--- config.mk ---
export PLATFORM = sky130hd
export DESIGN_NAME = flash_frame_loader
export DESIGN_NICKNAME = d
export VERILOG_FILES = /design/src/rtl/flash_frame_loader.sv
export SDC_FILE = /design/constraint.sdc
export NUM_CORES = 1
export LEC_CHECK = 0
export BUFFER_PORTS_ARGS = -buffer_cell sky130_fd_sc_hd__buf_2
export CORE_MARGIN = 5
export CORE_UTILIZATION = 50
export DETAILED_ROUTE_END_ITERATION = 6
export PLACE_DENSITY = 0.76
export SLEW_MARGIN = 40
export SYNTH_ARGS = -nofsm -noshare
export SYNTH_HDL_FRONTEND = slang
export SYNTH_SLANG_ARGS = --single-unit
export TNS_END_PERCENT = 5
--- constraint.sdc ---
create_clock -name clk -period 5.35 [get_ports clk]
set_input_delay 0.8025 -clock clk [delete_from_list [all_inputs] [get_ports clk]]
set_output_delay 0.8025 -clock clk [all_outputs]
set_load 0.02 [all_outputs]
--- src/rtl/flash_frame_loader.sv ---
// Streams one frame from SPI flash into the HUB75 frame-buffer write port, one SPI read per row.
// Optional FFL_BYTE_SWAP_EN: first byte of each pixel lands in bits [7:0] instead of [15:8].
module flash_frame_loader #(
  parameter int N_ROWS   = 64,
  parameter int N_COLS   = 64,
  parameter int BITDEPTH = 16
) (
  input  logic                      clk,
  input  logic                      rst,
  input  logic [23:0]               frame_addr,
  input  logic                      frame_go,
  output logic                      busy,
  output logic [23:0]               sr_addr,
  output logic [15:0]               sr_len,
  output logic                      sr_go,
  input  logic                      sr_rdy,
  input  logic [7:0]                sr_data,
  input  logic                      sr_valid,
  output logic [$clog2(N_ROWS)-1:0] fbw_row_addr,
  output logic                      fbw_row_store,
  input  logic                      fbw_row_rdy,
  output logic                      fbw_row_swap,
  output logic [BITDEPTH-1:0]       fbw_data,
  output logic [$clog2(N_COLS)-1:0] fbw_col_addr,
  output logic                      fbw_wren,
  output logic                      frame_swap,
  input  logic                      frame_rdy
);

  localparam int RW = $clog2(N_ROWS);
  localparam int CW = $clog2(N_COLS);
  localparam int BW = CW + 1;

  localparam logic [2:0] IDLE  = 3'd0;
  localparam logic [2:0] WAIT  = 3'd1;
  localparam logic [2:0] READ  = 3'd2;
  localparam logic [2:0] STORE = 3'd3;
  localparam logic [2:0] FWAIT = 3'd4;

  logic [2:0]    state;
  logic [23:0]   base;
  logic [RW-1:0] row;
  logic [BW-1:0] byte_cnt;
  logic [7:0]    hold;
  logic [15:0]   pixel;

  assign sr_len = 16'(N_COLS * 2);

`ifdef FFL_BYTE_SWAP_EN
  assign pixel = {sr_data, hold};
`else
  assign pixel = {hold, sr_data};
`endif

  always_ff @(posedge clk) begin
    if (rst) begin
      state         <= IDLE;
      busy          <= 1'b0;
      base          <= '0;
      row           <= '0;
      byte_cnt      <= '0;
      hold          <= '0;
      sr_addr       <= '0;
      sr_go         <= 1'b0;
      fbw_row_addr  <= '0;
      fbw_row_store <= 1'b0;
      fbw_row_swap  <= 1'b0;
      fbw_data      <= '0;
      fbw_col_addr  <= '0;
      fbw_wren      <= 1'b0;
      frame_swap    <= 1'b0;
    end else begin
      sr_go         <= 1'b0;
      fbw_wren      <= 1'b0;
      fbw_row_store <= 1'b0;
      fbw_row_swap  <= 1'b0;
      frame_swap    <= 1'b0;
      case (state)
        IDLE: begin
          // busy lingers through the frame_swap cycle and drops on the next one
          if (frame_swap) busy <= 1'b0;
          if (frame_go) begin
            base  <= frame_addr;
            row   <= '0;
            busy  <= 1'b1;
            state <= WAIT;
          end
        end
        WAIT: begin
          if (sr_rdy && fbw_row_rdy) begin
            sr_go    <= 1'b1;
            sr_addr  <= base + 24'(row) * 24'(N_COLS * 2);
            byte_cnt <= '0;
            state    <= READ;
          end
        end
        READ: begin
          if (sr_valid) begin
            byte_cnt <= byte_cnt + 1'b1;
            if (!byte_cnt[0]) begin
              hold <= sr_data;
            end else begin
              fbw_wren     <= 1'b1;
              fbw_col_addr <= byte_cnt[BW-1:1];
              fbw_data     <= pixel;
            end
            if (byte_cnt == BW'(N_COLS * 2 - 1)) state <= STORE;
          end
        end
        STORE: begin
          fbw_row_store <= 1'b1;
          fbw_row_swap  <= 1'b1;
          fbw_row_addr  <= row;
          if (row == RW'(N_ROWS - 1)) begin
            state <= FWAIT;
          end else begin
            row   <= row + 1'b1;
            state <= WAIT;
          end
        end
        FWAIT: begin
          if (frame_rdy) begin
            frame_swap <= 1'b1;
            state      <= IDLE;
          end
        end
        default: state <= IDLE;
      endcase
    end
  end

endmodule

# Word-level counts from Yosys, hierarchy flattened
# Cells that the tools add are included.
word_totals:
  regBits: 105
  in_bits: 39
  elab_cells: 69
op_classes:
  add_sub_neg: 3
  eq_ne: 12
  n_mux: 19
  n_bitwise: 5
  n_reduce_logical: 16
op_table:
  columns: ["op", "count"]
  rows:
  - ["$add 24x13->24", 1]
  - ["$mux 3", 6]
  - ["$pmux 3 s5", 1]
  - ["$mux 7", 2]
  - ["$pmux 7 s2", 1]
  - ["$mux 6", 2]
  - ["$ne 2x2->1 const B", 6]
  - ["$pmux 6 s2", 1]
  - ["$reduce_and 3->1", 4]
  - ["$add 7x1->7 const B", 1]
  - ["$eq 7x7->1 const B", 1]
  - ["$add 6x1->6 const B", 1]
  - ["$eq 3x2->1 const B", 2]
  - ["$eq 6x6->1 const B", 1]
  - ["$mux 1", 6]
  - ["$reduce_and 2->1", 3]
  - ["$reduce_bool 2->1", 3]
  - ["$not 1->1", 5]
  - ["$reduce_and 5->1", 1]
  - ["$reduce_or 2->1", 2]
  - ["$eq 3x1->1 const B", 1]
  - ["$eq 3x3->1 const B", 1]
  - ["$logic_not 3->1", 1]
  - ["$reduce_or 3->1", 1]
  - ["$logic_and 1x1->1", 1]

# Depth between registers and ports, before layout
# Gate-level depths: netlist of the first run.
depth:
  depth_word: 4
  mapped_depth: 7
  depth_no_buf: 6

# Least setup slack after synthesis of the first run
# Ideal clock, no wire load.
synth_timing:
  path_kind: "register to register"
  startpoint: "register row[0]"
  endpoint: "register sr_addr[17]"
  arrival_ps: 1989
  path_slack_ps: 3270
  path_stages_with_launch: 8
  n_path_buf: 1
  cell_sequence: "dfxtp_1 -> ha_1 -> fa_1 -> a211o_1 -> a21oi_1 -> clkbuf_1 -> o21ai_0 -> a311oi_1"
synth_via:
  elab_chain_cells: 1
synth_lines:
  columns: ["item", "line_no", "text"]
  rows:
  - ["start: declaration", "42", "logic [RW-1:0] row;"]
  - ["start signal: assignment", "117", "row <= row + 1'b1;"]
  - ["$add 24x13->24", "92", "sr_addr <= base + 24'(row) * 24'(N_COLS * 2);"]
  - ["end signal: assignment", "92", null]
  - ["end: declaration", "13", "output logic [23:0] sr_addr,"]
# Every way passes these cells.
# A chain may end at the register's enable or synchronous reset.

# Worst setup path in the final report of the first run
# Same ends and word-level chain as after synthesis.

==> flow_metrics.tcl, run 1 <==
set metrics [dict create \
    status "finished clean" \
    mostFrequentLayoutCells "144 x nand2_1, 105 x dfxtp_1, 95 x buf_2" \
    fillerInstances 813 \
    postCtsSetupBuffers 0 \
    syn_area_um2 4529 \
    p_comb_share_pct 8.4 \
    clockBufferDepth 2 \
    place_area_um2 4936 \
    gr-usage-all-layers_pct 18.38 \
    vdd_drop_max_uv 130.1 \
    slew_violations 0 \
    cts.clk_slew.worst_paths_ns 0.10 \
    die_area_um2 11060 \
    crit_chain "ha_1, fa_1, a211o_1, a21oi_1, o21ai_0, a311oi_1" \
    power_switching_share_pct 24.39 \
    cts_tree "done" \
    max_stage_delay_ns 0.57 \
    portBuffers 96 \
    die_w_um 105.2 \
    yosysWarnings 0 \
    drtIter0Drc 218 \
    power_frac_clock_pct 36.2 \
    area_growth_pct 13.84 \
    critPathTopFamily "compound AO/OA/AOI/OAI gates" \
    crit_start "row[0]$_SDFFE_PP0P_" \
    grt_start_max_net_pins 107 \
    drcViolationCount 0 \
    grt_pass1_wl_um 17460 \
    tightest_slew_ns 0.7627 \
    gp_congestion 0.7875 \
    place_inst 717 \
    insertion_delay_ns 0.36 \
    synth_edf_count 0 \
    skew_ns 0.007238 \
    postCtsResizedCells 0 \
    fin_cells 733 \
    synth_cells 547 \
    avgSynthCellArea_um2 8.280 \
    numCtsBuffers 9 \
    fin_crit_sh_pct 46.79 \
    grt-ovfl-total 0 \
    relSlewSlack_pct 49.15 \
    antenna_found_initial 0 \
    dp_hpwl_um 7305 \
    cp-start-kind "register" \
    cap_violations 0 \
    fin_area_um2 5156 \
    routedWlPerCell_um 14.28 \
    intPower_mw 1.121 \
    routed_wl_um 10470 \
    drive_above_1_share_pct 20.48 \
    coreArea_um2 8763 \
    die_h_um 105.2 \
    rrSetupSlack_ns 2.85 \
    ys_ff_latch 105 \
    grt_pass1_vias 3698 \
    postCtsHoldBufs 0 \
    nets 668 \
    cp_max_fo 12 \
    power_density_nw_per_um2 287.5 \
    setup_viol 0 \
    min_path_type "reg -> reg" \
    drt_pass1_iterations 4 \
    synthDistinctLibCells 59 \
    final_common_cell "nand2_1" \
    period_needed_ns 2.503 \
    n_antenna_cell 0 \
    seq_power_share_pct 55.5 \
    synthArstFlopShare_pct 0 \
    io_pins 113 \
    via_per_inst 5.400 \
    numClockSinks 105 \
    cts_root_buf "clkbuf_8" \
    seq_area_frac_synth_pct 46.41 \
    initial_core_util_pct 51.68 \
    cts_max_level 3 \
    crit_type "reg -> reg" \
    tns_ns 0 \
    rsz0062_at_grt "no" \
    cp_num_buf_inv 0 \
    fin_hold_ws_ns 0.4526 \
    final_antenna_net_count 0 \
    r2r_start "row[0]$_SDFFE_PP0P_" \
    p_leak_nw 2.081 \
    fmax_ghz 0.3995 \
    vias 3958 \
    p_sw_uw 361.6 \
    hp-start "hold[1]$_SDFFE_PP0P_" \
    num_rows 34 \
    setup.worst_path.end_class "register" \
    ys.flop_type "dfxtp_1" \
    hold_viol_final 0 \
    cp_slowest_cell "a21oi_1" \
    cp.required_ns 5.62 \
    cp_data_arrival_time_ns 2.77 \
]
flip-flops by register name (all words and copies together) (netlist names):
register,flops
fbw_row_addr,6
row,6
fbw_data,16
fbw_row_swap,1
frame_swap,1
fbw_col_addr,6
fbw_wren,1
sr_go,1
byte_cnt,7
sr_addr,24
hold,8
base,24
state,3
busy,1
synth_stat cells, drive strengths merged (5+ instances only):
library cell    n  area share [%]
nand2         144              12
dfxtp         105              46
a21oi          78             8.6
nor2           29             2.4
buf            26             4.3
clkbuf         23             1.9
o21ai          19             2.1
a311oi         11             2.1
or3             9             1.3
ha              8             2.2
a211oi          5            0.83
inv             5            0.41
nand3           5            0.55
or4             5            0.83
layout make-up:
type	count	area, µm²	area share [%]
multi-input combinational	401	2178	42.25
tap	108	135.1	2.621
clock buffer	11	141.4	2.742
inverter	5	18.77	0.3640
timing repair buffer	98	501.7	9.731
sequential	105	2102	40.77
clock inverter	5	78.83	1.529
cells by family (layout without fill, tap and decap cells):
group | after synthesis | after routing | synth area share (%)
and+or+nand+nor | 224 | 224 | 22.60
AOI/OAI and AO/OA | 143 | 143 | 19.39
DFF | 105 | 105 | 46.41
buffers and inverters | 55 | 119 | 6.851
adders and majority gates | 9 | 9 | 2.652
muxes | 5 | 5 | 1.160
xor gates and xnor gates | 4 | 4 | 0.7736
other | 2 | 16 | 0.1658
tightest hold or removal path, delay by kind of cell (launching register included):
family / cells / cell delay, ns
flops: 1 / 0.32
simple gates: 1 / 0.05
compound gates: 1 / 0.05
power groups by stage:
stage	combinational [mW]	sequential [mW]	clock [mW]
5_1_grt	0.138	0.826	0.580
2_1_floorplan	0.0927	0.840	0
6_report	0.124	0.822	0.536
3_5_place_dp	0.124	0.840	0
3_3_place_gp	0.121	0.839	0
4_1_cts	0.125	0.822	0.548
path summary, 6_finish.rpt:
| kind | to | cells after the start |
|---|---|---|
| setup / recovery | sr_addr[17]$_SDFFE_PP0P_ | 6 |
| hold / removal | fbw_data[9]$_SDFFE_PP0P_ | 2 |
| setup reg to reg | sr_addr[17]$_SDFFE_PP0P_ | 6 |
| hold reg to reg | fbw_data[9]$_SDFFE_PP0P_ | 2 |
stage by stage:
step | total power [mW] | setup WS [ns] | util (%)
CTS | 1.494 | 2.820 | 58.84
global placement | 0.9594 | 2.837 | 56.28
finish | 1.482 | 2.847 | 58.84
floorplan | 0.9327 | 3.270 | -
global route | 1.544 | 2.603 | 58.84
detailed placement | 0.9643 | 2.833 | 56.33
per-layer routing:
metal	share of wire, %	wire [µm]	GRT usage, %	vias to the layer above
met5	0	0	0	-
met4	1.3	133	5.936	0
met3	4.5	469	3.514	12
met2	47	4949	29.50	87
met1	47	4917	24.95	1856
li1	-	-	-	2003
(Power assumes the default switching activity.)
==> inputs of run 2 (changes only) <==
--- a/config.mk
+++ b/config.mk
@@ -5,6 +5,7 @@
 export SDC_FILE = /design/constraint.sdc
 export NUM_CORES = 1
 export LEC_CHECK = 0
+export ABC_AREA = 1
 export BUFFER_PORTS_ARGS = -buffer_cell sky130_fd_sc_hd__buf_2
 export CORE_MARGIN = 5
 export CORE_UTILIZATION = 50
==> constraint.sdc (replaced) <==
create_clock -name clk -period 2.6 [get_ports clk]
set_input_delay 0.39 -clock clk [delete_from_list [all_inputs] [get_ports clk]]
set_output_delay 0.39 -clock clk [all_outputs]
set_load 0.02 [all_outputs]
==> flow_metrics.tcl, run 2 <==
set metrics [dict create \
    reg_top3 "base: 24 flops, sr_addr: 24 flops, fbw_data: 16 flops" \
    setup.worst_path.end_class "register" \
    power_switching_share_pct 29.41 \
    skew_ns 0.007358 \
    postCtsResizedCells 0 \
    postCtsHoldBufs 0 \
    crit_start "row[0]$_SDFFE_PP0P_" \
    coreArea_um2 8806 \
    power_frac_clock_pct 33.3 \
    drtIter0Drc 174 \
    synth_top_area_cell "dfxtp_1" \
    cp_data_arrival_time_ns 2.14 \
    worstSetupEndpoint "sr_addr[21]$_SDFFE_PP0P_" \
    place_inst 792 \
    routedWlPerCell_um 13.29 \
    final_common_cell "nand2_1" \
    dp_hpwl_um 7878 \
    setup_viol 0 \
    fin_hold_ws_ns 0.2351 \
    fin_crit_sh_pct 71.90 \
    io_pins 113 \
    timing.rr.end "sr_addr[21]$_SDFFE_PP0P_" \
    crit_type "reg -> reg" \
    hold_viol_final 0 \
    reg2reg_depth 10 \
    cts.clk_slew.worst_paths_ns 0.10 \
    rrSetupSlack_ns 0.73 \
    r2r_start "row[0]$_SDFFE_PP0P_" \
    synth_edf_count 0 \
    max_stage_delay_ns 0.41 \
    n_antenna_cell 0 \
    gp_congestion 0.9164 \
    insertion_delay_ns 0.38 \
    synth_top_cell_area_share_pct 46.17 \
    synth_area_leaders "dfxtp_1 46%, nand2_1 12%, a21oi_1 7.1%" \
    cp_max_fo 5 \
    die_w_um 105.4 \
    yosys-top-cells-count "142 x nand2_1, 105 x dfxtp_1, 69 x nor2_1, 65 x a21oi_1, 46 x o21ai_0" \
    crit_top_cell "nand2_1" \
    ys.flop_type "dfxtp_1" \
    cts_root_buf "clkbuf_8" \
    p_sw_uw 947.8 \
    nets 743 \
    drcViolationCount 0 \
    portBuffers 96 \
    cp_slowest_cell "fa_1" \
    min_path_type "in -> reg" \
    initial_core_util_pct 51.71 \
    slew_violations 0 \
    clockBufferDepth 2 \
    drive_above_1_share_pct 20.86 \
    drt_pass1_iterations 4 \
    tightest_slew_ns 0.6448 \
    fillerInstances 824 \
    area_growth_pct 14.21 \
    rsz0062_at_grt "no" \
    synthDistinctLibCells 35 \
    fmax_ghz 0.5349 \
    die_h_um 105.4 \
    die_area_um2 11110 \
    seq_power_share_pct 54.2 \
    syn_area_um2 4553 \
    fin_cells 808 \
    power_density_nw_per_um2 619.7 \
    p_comb_share_pct 12.5 \
    gr-usage-all-layers_pct 19.28 \
    avgSynthCellArea_um2 7.476 \
    tns_ns 0 \
    routed_wl_um 10740 \
    synth.most_common_cell "nand2_1" \
    p_leak_nw 2.372 \
    postCtsSetupBuffers 0 \
    vdd_drop_max_uv 340.3 \
    final_antenna_net_count 0 \
    cp.required_ns 2.87 \
    num_rows 34 \
    numCtsBuffers 9 \
    cts_max_level 3 \
    hp-start "frame_addr[10]" \
    relSlewSlack_pct 56.95 \
    ys_ff_latch 105 \
    cts_tree "done" \
    crit_chain "ha_1, fa_1, nand2_1, nand2_1, nand3b_1, nand2_1, nand2_1, o21ai_0, nand2_1, nand2_1" \
    antenna_found_initial 0 \
    period_needed_ns 1.870 \
    vias 4116 \
    grt-ovfl-total 0 \
    cp-start-kind "register" \
    synth_cells 609 \
    grt_start_max_net_pins 43 \
    seq_area_frac_synth_pct 46.17 \
    yosysWarnings 0 \
    intPower_mw 2.275 \
    numClockSinks 105 \
    grt_pass1_vias 3862 \
    mostFrequentLayoutCells "142 x nand2_1, 105 x dfxtp_1, 96 x buf_2" \
    total_power_mw 3.223 \
    via_per_inst 5.094 \
    final_core_util_pct 59.05 \
    cap_violations 0 \
    status "finished clean" \
    grt_pass1_wl_um 17710 \
    synthArstFlopShare_pct 0 \
]
==> run 2: logic make-up after synthesis <==
logic type      after synthesis  share of synthesized area, %
simple gates                261                         24.26
compound gates              138                         16.16
flops                       105                         46.17
buf+inv                      91                         10.03
fa+ha+maj                     9                         2.638
xor+xnor                      3                        0.5772
other cells                   2                        0.1649
==> run 2: layout make-up <==
cell class / instances / area [µm²] / share of cell area, %
Clock buffer: 9 / 123.9 / 2.382
Multi-Input combinational cell: 427 / 2047 / 39.36
Inverter: 53 / 198.9 / 3.826
Tap cell: 108 / 135.1 / 2.599
Timing Repair Buffer: 99 / 503.0 / 9.673
Clock inverter: 7 / 90.09 / 1.732
Sequential cell: 105 / 2102 / 40.42
==> run 2: routing by layer <==
metal,wire (µm),up-vias,GRT usage (%)
li1,-,2104,-
met1,5099,1887,25.73
met2,4774,109,30.15
met3,655,16,4.279
met4,210,0,8.154
met5,0,-,0
==> run 2: per-stage QoR <==
stage	instance area [µm²]	setup slack, ns
after CTS	5200	0.7445
final	5200	0.7305
after global placement	4986	0.8231
after detailed placement	4986	0.7380
after global routing	5200	0.5540
after floorplan	4606	0.9632
==> run 2: worst max-delay path, delay by kind of cell, from the launching register on <==
kind                     cells  cell delay, ns
AO/OA/AOI/OAI                1            0.09
adder cells (fa/ha/maj)      2            0.65
flip-flops                   1            0.36
AND/OR/NAND/NOR              7            0.67
==> run 2: worst min path at each step <==
| stage | end | slack, ns | cells past startpoint |
|---|---|---|---|
| after detailed placement | sr_addr[13]$_SDFFE_PP0P_ | 0.45 | 2 |
| after global placement | base[5]$_SDFFE_PP0P_ | 0.44 | 2 |
| after CTS | base[10]$_SDFFE_PP0P_ | 0.22 | 3 |
| after global routing | base[10]$_SDFFE_PP0P_ | 0.23 | 3 |
| final | base[10]$_SDFFE_PP0P_ | 0.24 | 3 |
| after floorplan | base[5]$_SDFFE_PP0P_ | 0.43 | 2 |
==> run 2: power groups by stage <==
stage | combinational (mW) | clock (mW) | sequential [mW]
global placement | 0.391 | 0 | 1.78
detailed placement | 0.401 | 0 | 1.78
CTS | 0.403 | 1.08 | 1.74
floorplan | 0.299 | 0 | 1.79
global route | 0.451 | 1.16 | 1.76
finish | 0.404 | 1.07 | 1.75
